**src/rtl/clk_freq_meter_if.sv**
```systemverilog
// Handshake and result bundle between a measurement requester (master) and clk_freq_meter (slave).
// o_match exists only when CLK_FREQ_METER_CHECK_EN is defined.
interface clk_freq_meter_if #(
  parameter int CNT_WIDTH = 32
);
  logic                 i_start;
  logic                 o_busy;
  logic                 o_valid;
  logic                 o_timeout;
  logic [CNT_WIDTH-1:0] o_period;
  logic [CNT_WIDTH-1:0] o_high;
`ifdef CLK_FREQ_METER_CHECK_EN
  logic                 o_match;

  modport master (output i_start, input o_busy, o_valid, o_timeout, o_period, o_high, o_match);
  modport slave  (input i_start, output o_busy, o_valid, o_timeout, o_period, o_high, o_match);
`else
  modport master (output i_start, input o_busy, o_valid, o_timeout, o_period, o_high);
  modport slave  (input i_start, output o_busy, o_valid, o_timeout, o_period, o_high);
`endif
endinterface

```
**src/rtl/clk_freq_meter.sv**
```systemverilog
// Measures period and high time of a slow clock-like signal in i_clk_FPGA cycles, with timeout.
// Optional macro CLK_FREQ_METER_CHECK_EN adds o_match against the expected FRECUENCY_IN/FRECUENCY_OUT shape.
module clk_freq_meter #(
  parameter int FRECUENCY_IN   = 20,
  parameter int FRECUENCY_OUT  = 5,
  parameter int CNT_WIDTH      = 32,
  parameter int TIMEOUT_CYCLES = 1024,
  parameter int TOLERANCE      = 1
) (
  input  logic          i_clk_FPGA,
  input  logic          i_reset,
  input  logic          i_sig,
  clk_freq_meter_if.slave bus
);

  typedef enum logic [1:0] {
    S_IDLE    = 2'd0,
    S_ARM     = 2'd1,
    S_MEASURE = 2'd2
  } state_t;

  localparam logic [CNT_WIDTH-1:0] CNT_TIMEOUT  = CNT_WIDTH'(TIMEOUT_CYCLES);
  localparam logic [CNT_WIDTH-1:0] CNT_ARM_LAST = CNT_WIDTH'(TIMEOUT_CYCLES - 1);

  // Nonsensical configurations show up as this named marker in the elaborated hierarchy.
  if ((FRECUENCY_OUT < 1) || (FRECUENCY_IN < FRECUENCY_OUT) || (TOLERANCE < 0) ||
      (TIMEOUT_CYCLES < 2)) begin : g_cfg_suspect
  end

  state_t               r_state;
  state_t               w_state_nxt;
  logic                 r_sync1, r_sync2, r_prev;
  logic [CNT_WIDTH-1:0] r_cnt, w_cnt_nxt;
  logic                 r_busy, w_busy_nxt;
  logic                 r_valid, w_valid_nxt;
  logic                 r_timeout, w_timeout_nxt;
  logic [CNT_WIDTH-1:0] r_period, w_period_nxt;
  logic [CNT_WIDTH-1:0] r_high, w_high_nxt;
  logic                 r_fall_seen, w_fall_seen_nxt;
  logic                 w_rise, w_fall;
  logic [CNT_WIDTH-1:0] w_high_done;

  assign w_rise      = r_sync2 & ~r_prev;
  assign w_fall      = ~r_sync2 & r_prev;
  // Without a falling edge inside the period the high time degenerates to the full period.
  assign w_high_done = r_fall_seen ? r_high : r_cnt;
  assign w_busy_nxt  = (w_state_nxt == S_ARM) || (w_state_nxt == S_MEASURE);

`ifdef CLK_FREQ_METER_CHECK_EN
  localparam int EXP_PERIOD = 2 * ((FRECUENCY_IN / FRECUENCY_OUT) / 2);
  localparam int EXP_HIGH   = (FRECUENCY_IN / FRECUENCY_OUT) / 2;

  logic r_match, w_match_nxt;

  function automatic logic f_within_tol(input logic [CNT_WIDTH-1:0] a,
                                        input logic [CNT_WIDTH-1:0] b);
    logic [CNT_WIDTH-1:0] diff;
    diff = (a >= b) ? (a - b) : (b - a);
    return diff <= CNT_WIDTH'(TOLERANCE);
  endfunction

  assign bus.o_match = r_match;
`endif

  // Input synchronizer plus edge-history flop.
  always_ff @(posedge i_clk_FPGA or posedge i_reset) begin
    if (i_reset) begin
      r_sync1 <= 1'b0;
      r_sync2 <= 1'b0;
      r_prev  <= 1'b0;
    end else begin
      r_sync1 <= i_sig;
      r_sync2 <= r_sync1;
      r_prev  <= r_sync2;
    end
  end

  // Next-state and result computation.
  always_comb begin
    w_state_nxt     = r_state;
    w_cnt_nxt       = r_cnt;
    w_valid_nxt     = r_valid;
    w_timeout_nxt   = r_timeout;
    w_period_nxt    = r_period;
    w_high_nxt      = r_high;
    w_fall_seen_nxt = r_fall_seen;
`ifdef CLK_FREQ_METER_CHECK_EN
    w_match_nxt     = r_match;
`endif
    case (r_state)
      S_IDLE: begin
        if (bus.i_start) begin
          w_state_nxt     = S_ARM;
          w_cnt_nxt       = {CNT_WIDTH{1'b0}};
          w_valid_nxt     = 1'b0;
          w_timeout_nxt   = 1'b0;
          w_period_nxt    = {CNT_WIDTH{1'b0}};
          w_high_nxt      = {CNT_WIDTH{1'b0}};
          w_fall_seen_nxt = 1'b0;
`ifdef CLK_FREQ_METER_CHECK_EN
          w_match_nxt     = 1'b0;
`endif
        end else begin
          w_state_nxt = S_IDLE;
        end
      end
      S_ARM: begin
        if (w_rise) begin
          w_state_nxt = S_MEASURE;
          w_cnt_nxt   = CNT_WIDTH'(1);
        end else if (r_cnt == CNT_ARM_LAST) begin
          w_state_nxt   = S_IDLE;
          w_timeout_nxt = 1'b1;
        end else begin
          w_cnt_nxt = r_cnt + CNT_WIDTH'(1);
        end
      end
      S_MEASURE: begin
        if (w_rise) begin
          w_state_nxt  = S_IDLE;
          w_period_nxt = r_cnt;
          w_high_nxt   = w_high_done;
          w_valid_nxt  = 1'b1;
`ifdef CLK_FREQ_METER_CHECK_EN
          w_match_nxt  = f_within_tol(r_cnt, CNT_WIDTH'(EXP_PERIOD)) &&
                         f_within_tol(w_high_done, CNT_WIDTH'(EXP_HIGH));
`endif
        end else if (r_cnt == CNT_TIMEOUT) begin
          w_state_nxt   = S_IDLE;
          w_timeout_nxt = 1'b1;
        end else begin
          w_cnt_nxt = r_cnt + CNT_WIDTH'(1);
          if (w_fall && !r_fall_seen) begin
            w_high_nxt      = r_cnt;
            w_fall_seen_nxt = 1'b1;
          end else begin
            w_fall_seen_nxt = r_fall_seen;
          end
        end
      end
      default: begin
        w_state_nxt = S_IDLE;
      end
    endcase
  end

  // State register.
  always_ff @(posedge i_clk_FPGA or posedge i_reset) begin
    if (i_reset) begin
      r_state <= S_IDLE;
    end else begin
      r_state <= w_state_nxt;
    end
  end

  // Counter and registered outputs.
  always_ff @(posedge i_clk_FPGA or posedge i_reset) begin
    if (i_reset) begin
      r_cnt       <= {CNT_WIDTH{1'b0}};
      r_busy      <= 1'b0;
      r_valid     <= 1'b0;
      r_timeout   <= 1'b0;
      r_period    <= {CNT_WIDTH{1'b0}};
      r_high      <= {CNT_WIDTH{1'b0}};
      r_fall_seen <= 1'b0;
`ifdef CLK_FREQ_METER_CHECK_EN
      r_match     <= 1'b0;
`endif
    end else begin
      r_cnt       <= w_cnt_nxt;
      r_busy      <= w_busy_nxt;
      r_valid     <= w_valid_nxt;
      r_timeout   <= w_timeout_nxt;
      r_period    <= w_period_nxt;
      r_high      <= w_high_nxt;
      r_fall_seen <= w_fall_seen_nxt;
`ifdef CLK_FREQ_METER_CHECK_EN
      r_match     <= w_match_nxt;
`endif
    end
  end

  assign bus.o_busy    = r_busy;
  assign bus.o_valid   = r_valid;
  assign bus.o_timeout = r_timeout;
  assign bus.o_period  = r_period;
  assign bus.o_high    = r_high;

endmodule
```
**src/flat_wrapper.sv**
```systemverilog
// flat-port wrapper written by rule: the top's interface ports become plain ports
module clk_freq_meter_flat 
#(
  parameter int FRECUENCY_IN   = 20,
  parameter int FRECUENCY_OUT  = 5,
  parameter int CNT_WIDTH      = 32,
  parameter int TIMEOUT_CYCLES = 1024,
  parameter int TOLERANCE      = 1
)
  (i_clk_FPGA, i_reset, i_sig, bus_i_start, bus_o_busy, bus_o_valid, bus_o_timeout, bus_o_period, bus_o_high);
  clk_freq_meter_if #(.CNT_WIDTH(CNT_WIDTH)) bus_i ();
  input  logic i_clk_FPGA;
  input  logic i_reset;
  input  logic i_sig;
  input wire logic [$bits(bus_i.i_start)-1:0] bus_i_start;
  output wire logic [$bits(bus_i.o_busy)-1:0] bus_o_busy;
  output wire logic [$bits(bus_i.o_valid)-1:0] bus_o_valid;
  output wire logic [$bits(bus_i.o_timeout)-1:0] bus_o_timeout;
  output wire logic [$bits(bus_i.o_period)-1:0] bus_o_period;
  output wire logic [$bits(bus_i.o_high)-1:0] bus_o_high;
  assign bus_i.i_start = bus_i_start;
  assign bus_o_busy = bus_i.o_busy;
  assign bus_o_valid = bus_i.o_valid;
  assign bus_o_timeout = bus_i.o_timeout;
  assign bus_o_period = bus_i.o_period;
  assign bus_o_high = bus_i.o_high;
  clk_freq_meter #(.FRECUENCY_IN(FRECUENCY_IN), .FRECUENCY_OUT(FRECUENCY_OUT), .CNT_WIDTH(CNT_WIDTH), .TIMEOUT_CYCLES(TIMEOUT_CYCLES), .TOLERANCE(TOLERANCE)) u_core (.i_clk_FPGA(i_clk_FPGA), .i_reset(i_reset), .i_sig(i_sig), .bus(bus_i));
endmodule
```
**config.mk**
```make
export PLATFORM = sky130hd
export DESIGN_NAME = clk_freq_meter_flat
export DESIGN_NICKNAME = d
export VERILOG_FILES = /design/src/rtl/clk_freq_meter_if.sv /design/src/rtl/clk_freq_meter.sv /design/src/flat_wrapper.sv
export SDC_FILE = /design/constraint.sdc
export NUM_CORES = 1
export LEC_CHECK = 0
export BUFFER_PORTS_ARGS = -buffer_cell sky130_fd_sc_hd__buf_2
export CAP_MARGIN = 15
export CORE_ASPECT_RATIO = 1.75
export CORE_MARGIN = 2
export CORE_UTILIZATION = 50
export CTS_CLUSTER_DIAMETER = 30
export DETAILED_ROUTE_END_ITERATION = 6
export PLACE_DENSITY = 0.71
export SKIP_CTS_REPAIR_TIMING = 1
export SYNTH_ARGS = -nofsm -noshare
export SYNTH_HDL_FRONTEND = slang
export SYNTH_SLANG_ARGS = --single-unit
```
**constraint.sdc**
```tcl
create_clock -name i_clk_FPGA -period 4.2 [get_ports i_clk_FPGA]
set_input_delay 0.84 -clock i_clk_FPGA [delete_from_list [all_inputs] [get_ports i_clk_FPGA]]
set_output_delay 0.84 -clock i_clk_FPGA [all_outputs]
set_load 0.03 [all_outputs]
```
==> summary.md <==
| Metric | Value |
|---|---|
| Pre-CTS setup slack | `1.15 ns` |
| DRT iter0 DRCs | `305` |
| Deepest clock path buffer count | `2` |
| CTS clk-pin slew, worst paths | `0.07 ns` |
| Commonest non-fill, non-tap cell in the layout | `dfrtp_1` |
| Pwr Total | `2.49 mW` |
| Worst reg2reg setup slack | `1.03 ns` |
| Setup TNS | `0 ns` |
| ANT nets after route | `0` |
| Clock network power share | `33.3%` |
| Share of the yosys chip area belonging to registers | `53.6%` |
| Hold Crit Depth | `0` |
| Port Buffers | `70` |
| Area share of the largest cell type after synthesis | `53.6%` |
| Total Routing Usage GR | `27.0%` |
| Total global routing overflow | `0` |
| Netlist cell types | `46` |
| Internal power | `1.66 mW` |
| Pins Over Slew Limit | `0` |
| Via density | `6.38` |
| Commonest non-fill, non-tap cells in the layout | `dfrtp_1, buf_2, nand2_1` |
| Clock skew | `0.00838 ns` |
| Comb pwr share | `24.1%` |
| DIE WIDTH | `78.8 um` |
| Final min period | `3.17 ns` |
| Vias | `4233` |
| Reg area | `2630 um^2` |
| Cells after synthesis | `485` |
| Switching power | `0.832 mW` |
| HP Class | `register to register` |
| Final period utilization | `75.5%` |
| Synth area leader | `dfrtp_1` |
| Peak VDD IR | `292 uV` |
| Largest net degree at the start of global routing | `38` |
| Max transition margin | `24.3%` |
| Final Hold Fails | `0` |
| CTS H-Tree Depth | `3` |
| Core area | `9530 um^2` |
| Clock latency at the later pin of the worst-skew pair | `0.35 ns` |
| Wire per inst | `20.3 um` |
| Synth warnings | `0` |
| Num CTS Buffers | `9` |
| Placed Area | `5300 um^2` |
| Top_reg_cell synth | `dfrtp_1` |
| Crit path DAT | `3.40 ns` |
| Die area | `10600 um^2` |
| Die height | `135 um` |
| Worst setup EP type | `register` |
| Clock Sink Count | `105` |
| Dpl hpwl | `9040 um` |
| Worst r2r src | `u_core.r_cnt[1]$_DFFE_PP0P_` |
| Worst Path Required | `4.43 ns` |
| Pwr dens | `446 nW/um^2` |
| Rows | `47` |
| Initial Util | `51.4%` |
| Worst-case reg-to-reg path depth | `7` |
| Multi-input gate area | `2070 um^2` |
| Post-route DRC | `0` |
| Synth top area cells | `dfrtp_1, a22o_1, nand2_1, o21ai_0, nand3_1` |
| Sw frac | `33.4%` |
| CP max FO | `36` |
| Worst Hold Launch | `u_core.r_sync1$_DFF_PP0_` |
| Share of cells above drive strength 1 | `20.1%` |
| Routability congestion estimate | `0.903` |
| First-pass GRT wire length | `22000 um` |
| Setup ws final | `1.03 ns` |
| DRT Pass-1 Iters | `5` |
| Root buf cell | `clkbuf_16` |
| Crit-path cells | `ha_1 > nand3_1 > or3_1 > o32ai_2 > a21o_1 > o21ai_0 > o41ai_1` |
| Slowest-stage cell, CP | `a21o_1` |
| Syn avg cell area | `10.1 um^2` |
| Synthesized Nets | `495` |
| WP buf/inv | `0` |
| Ys async rst share | `100%` |
| Run status | `complete, no violations` |
| P&R area growth vs syn | `14.1%` |
| Setup Viol. Count Final | `0` |
| Crit path largest cell delay | `0.88 ns` |
| Hold path endpoint | `u_core.r_sync2$_DFF_PP0_` |
| CP Launch Type | `register` |
| # IOs | `71` |
| Post-synth EDFFs | `0` |
| RSZ-0062 raised after global routing | `false` |
| Leak pwr | `2.70 nW` |
| Max-cap viol count | `0` |
| Fin area | `5590 um^2` |
| Yosys reg bits | `105` |
| Max Clk Rate | `0.316 GHz` |
| Vias in the first global route | `4204` |
| Initial antenna violation count | `0` |
| Top delay family on crit path | `compound AO/OA/AOI/OAI gates` |
| Final wirelength | `13500 um` |
| R2r endpoint | `u_core.r_cnt[20]$_DFFE_PP0P_` |
| Util after Layout | `58.7%` |
| Fill count | `846` |
| Syn Std Cell Area | `4900 um^2` |
| Sequential power share | `42.6%` |
| CTS tree | `done` |
| Slew @ Worst Pin | `1.14 ns` |
| Critical path class | `register to register` |
| Fin nets | `549` |
| # diodes | `0` |
layout make-up:
type | instances | area share, %
inverter | 9 | 0.649
timing repair buffer | 79 | 7.48
sequential | 105 | 47.0
multi-input combinational | 335 | 37.0
clock buffer | 11 | 4.34
tap | 122 | 2.73
clock inverter | 3 | 0.761
stage by stage:
stage                     instances  hold slack [ns]
after floorplan                 485            0.331
after global placement          650            0.334
after detailed placement        650            0.337
after CTS                       664            0.353
after global routing            664            0.357
final                           664            0.350
layer usage:
layer,global-route usage [%],vias to the layer above,routed length [um]
met5,0,-,0
li1,-,1902,-
met3,4.81,46,709
met1,32.2,2111,5280
met4,16.1,0,660
met2,45.2,174,6860
flip-flops by register name, summed over array words and instances, names as in the netlist:
register and cells:
u_core.r_fall_seen 1, u_core.bus.o_timeout 1, u_core.r_cnt 32, u_core.r_prev 1
u_core.r_state 2, u_core.r_sync1 1, u_core.r_sync2 1, u_core.bus.o_period 32
u_core.bus.o_busy 1, u_core.bus.o_high 32, u_core.bus.o_valid 1
cell usage after synthesis, drive strengths merged, types with 6 or more instances:
master and count:
dfrtp 105, nand2 55, a22o 51, o21ai 44
nand3 36, nor2 30, clkbuf 21, buf 15
o211ai 15, a21oi 12, a31oi 11, nor3 10
inv 9, nand4 9, or4 7, ha 6
o31ai 6
power groups by stage:
stage,registers [mW],logic (mW),clock network [mW]
4_1_cts,1.06,0.596,0.834
3_3_place_gp,1.08,0.585,0
2_1_floorplan,1.10,0.408,0
3_5_place_dp,1.08,0.594,0
5_1_grt,1.06,0.658,0.877
6_report,1.06,0.601,0.829
worst max path at each step:
stage	startpoint	to	cells past startpoint
6_report	u_core.r_cnt[1]$_DFFE_PP0P_	u_core.r_cnt[20]$_DFFE_PP0P_	7
5_1_grt	u_core.r_cnt[1]$_DFFE_PP0P_	u_core.r_cnt[20]$_DFFE_PP0P_	7
4_1_cts	u_core.r_cnt[1]$_DFFE_PP0P_	u_core.r_cnt[29]$_DFFE_PP0P_	7
3_5_place_dp	u_core.r_cnt[1]$_DFFE_PP0P_	u_core.r_cnt[20]$_DFFE_PP0P_	7
3_3_place_gp	u_core.r_cnt[0]$_DFFE_PP0P_	u_core.r_cnt[8]$_DFFE_PP0P_	7
2_1_floorplan	i_reset	u_core.bus.o_busy$_DFF_PP0_	1
logic make-up (layout without fill, tap and decap cells):
kind of cell / after synthesis / after routing / synth area share, %
buffers and inverters: 45 / 102 / 4.16
flip-flops: 105 / 105 / 53.6
XOR/XNOR: 1 / 1 / 0.179
AND/OR/NAND/NOR: 174 / 174 / 18.0
AO/OA/AOI/OAI: 152 / 152 / 22.0
multiplexers: 2 / 2 / 0.460
adder cells (fa/ha/maj): 6 / 6 / 1.53
Note: power is estimated with default switching activity, not from simulation.
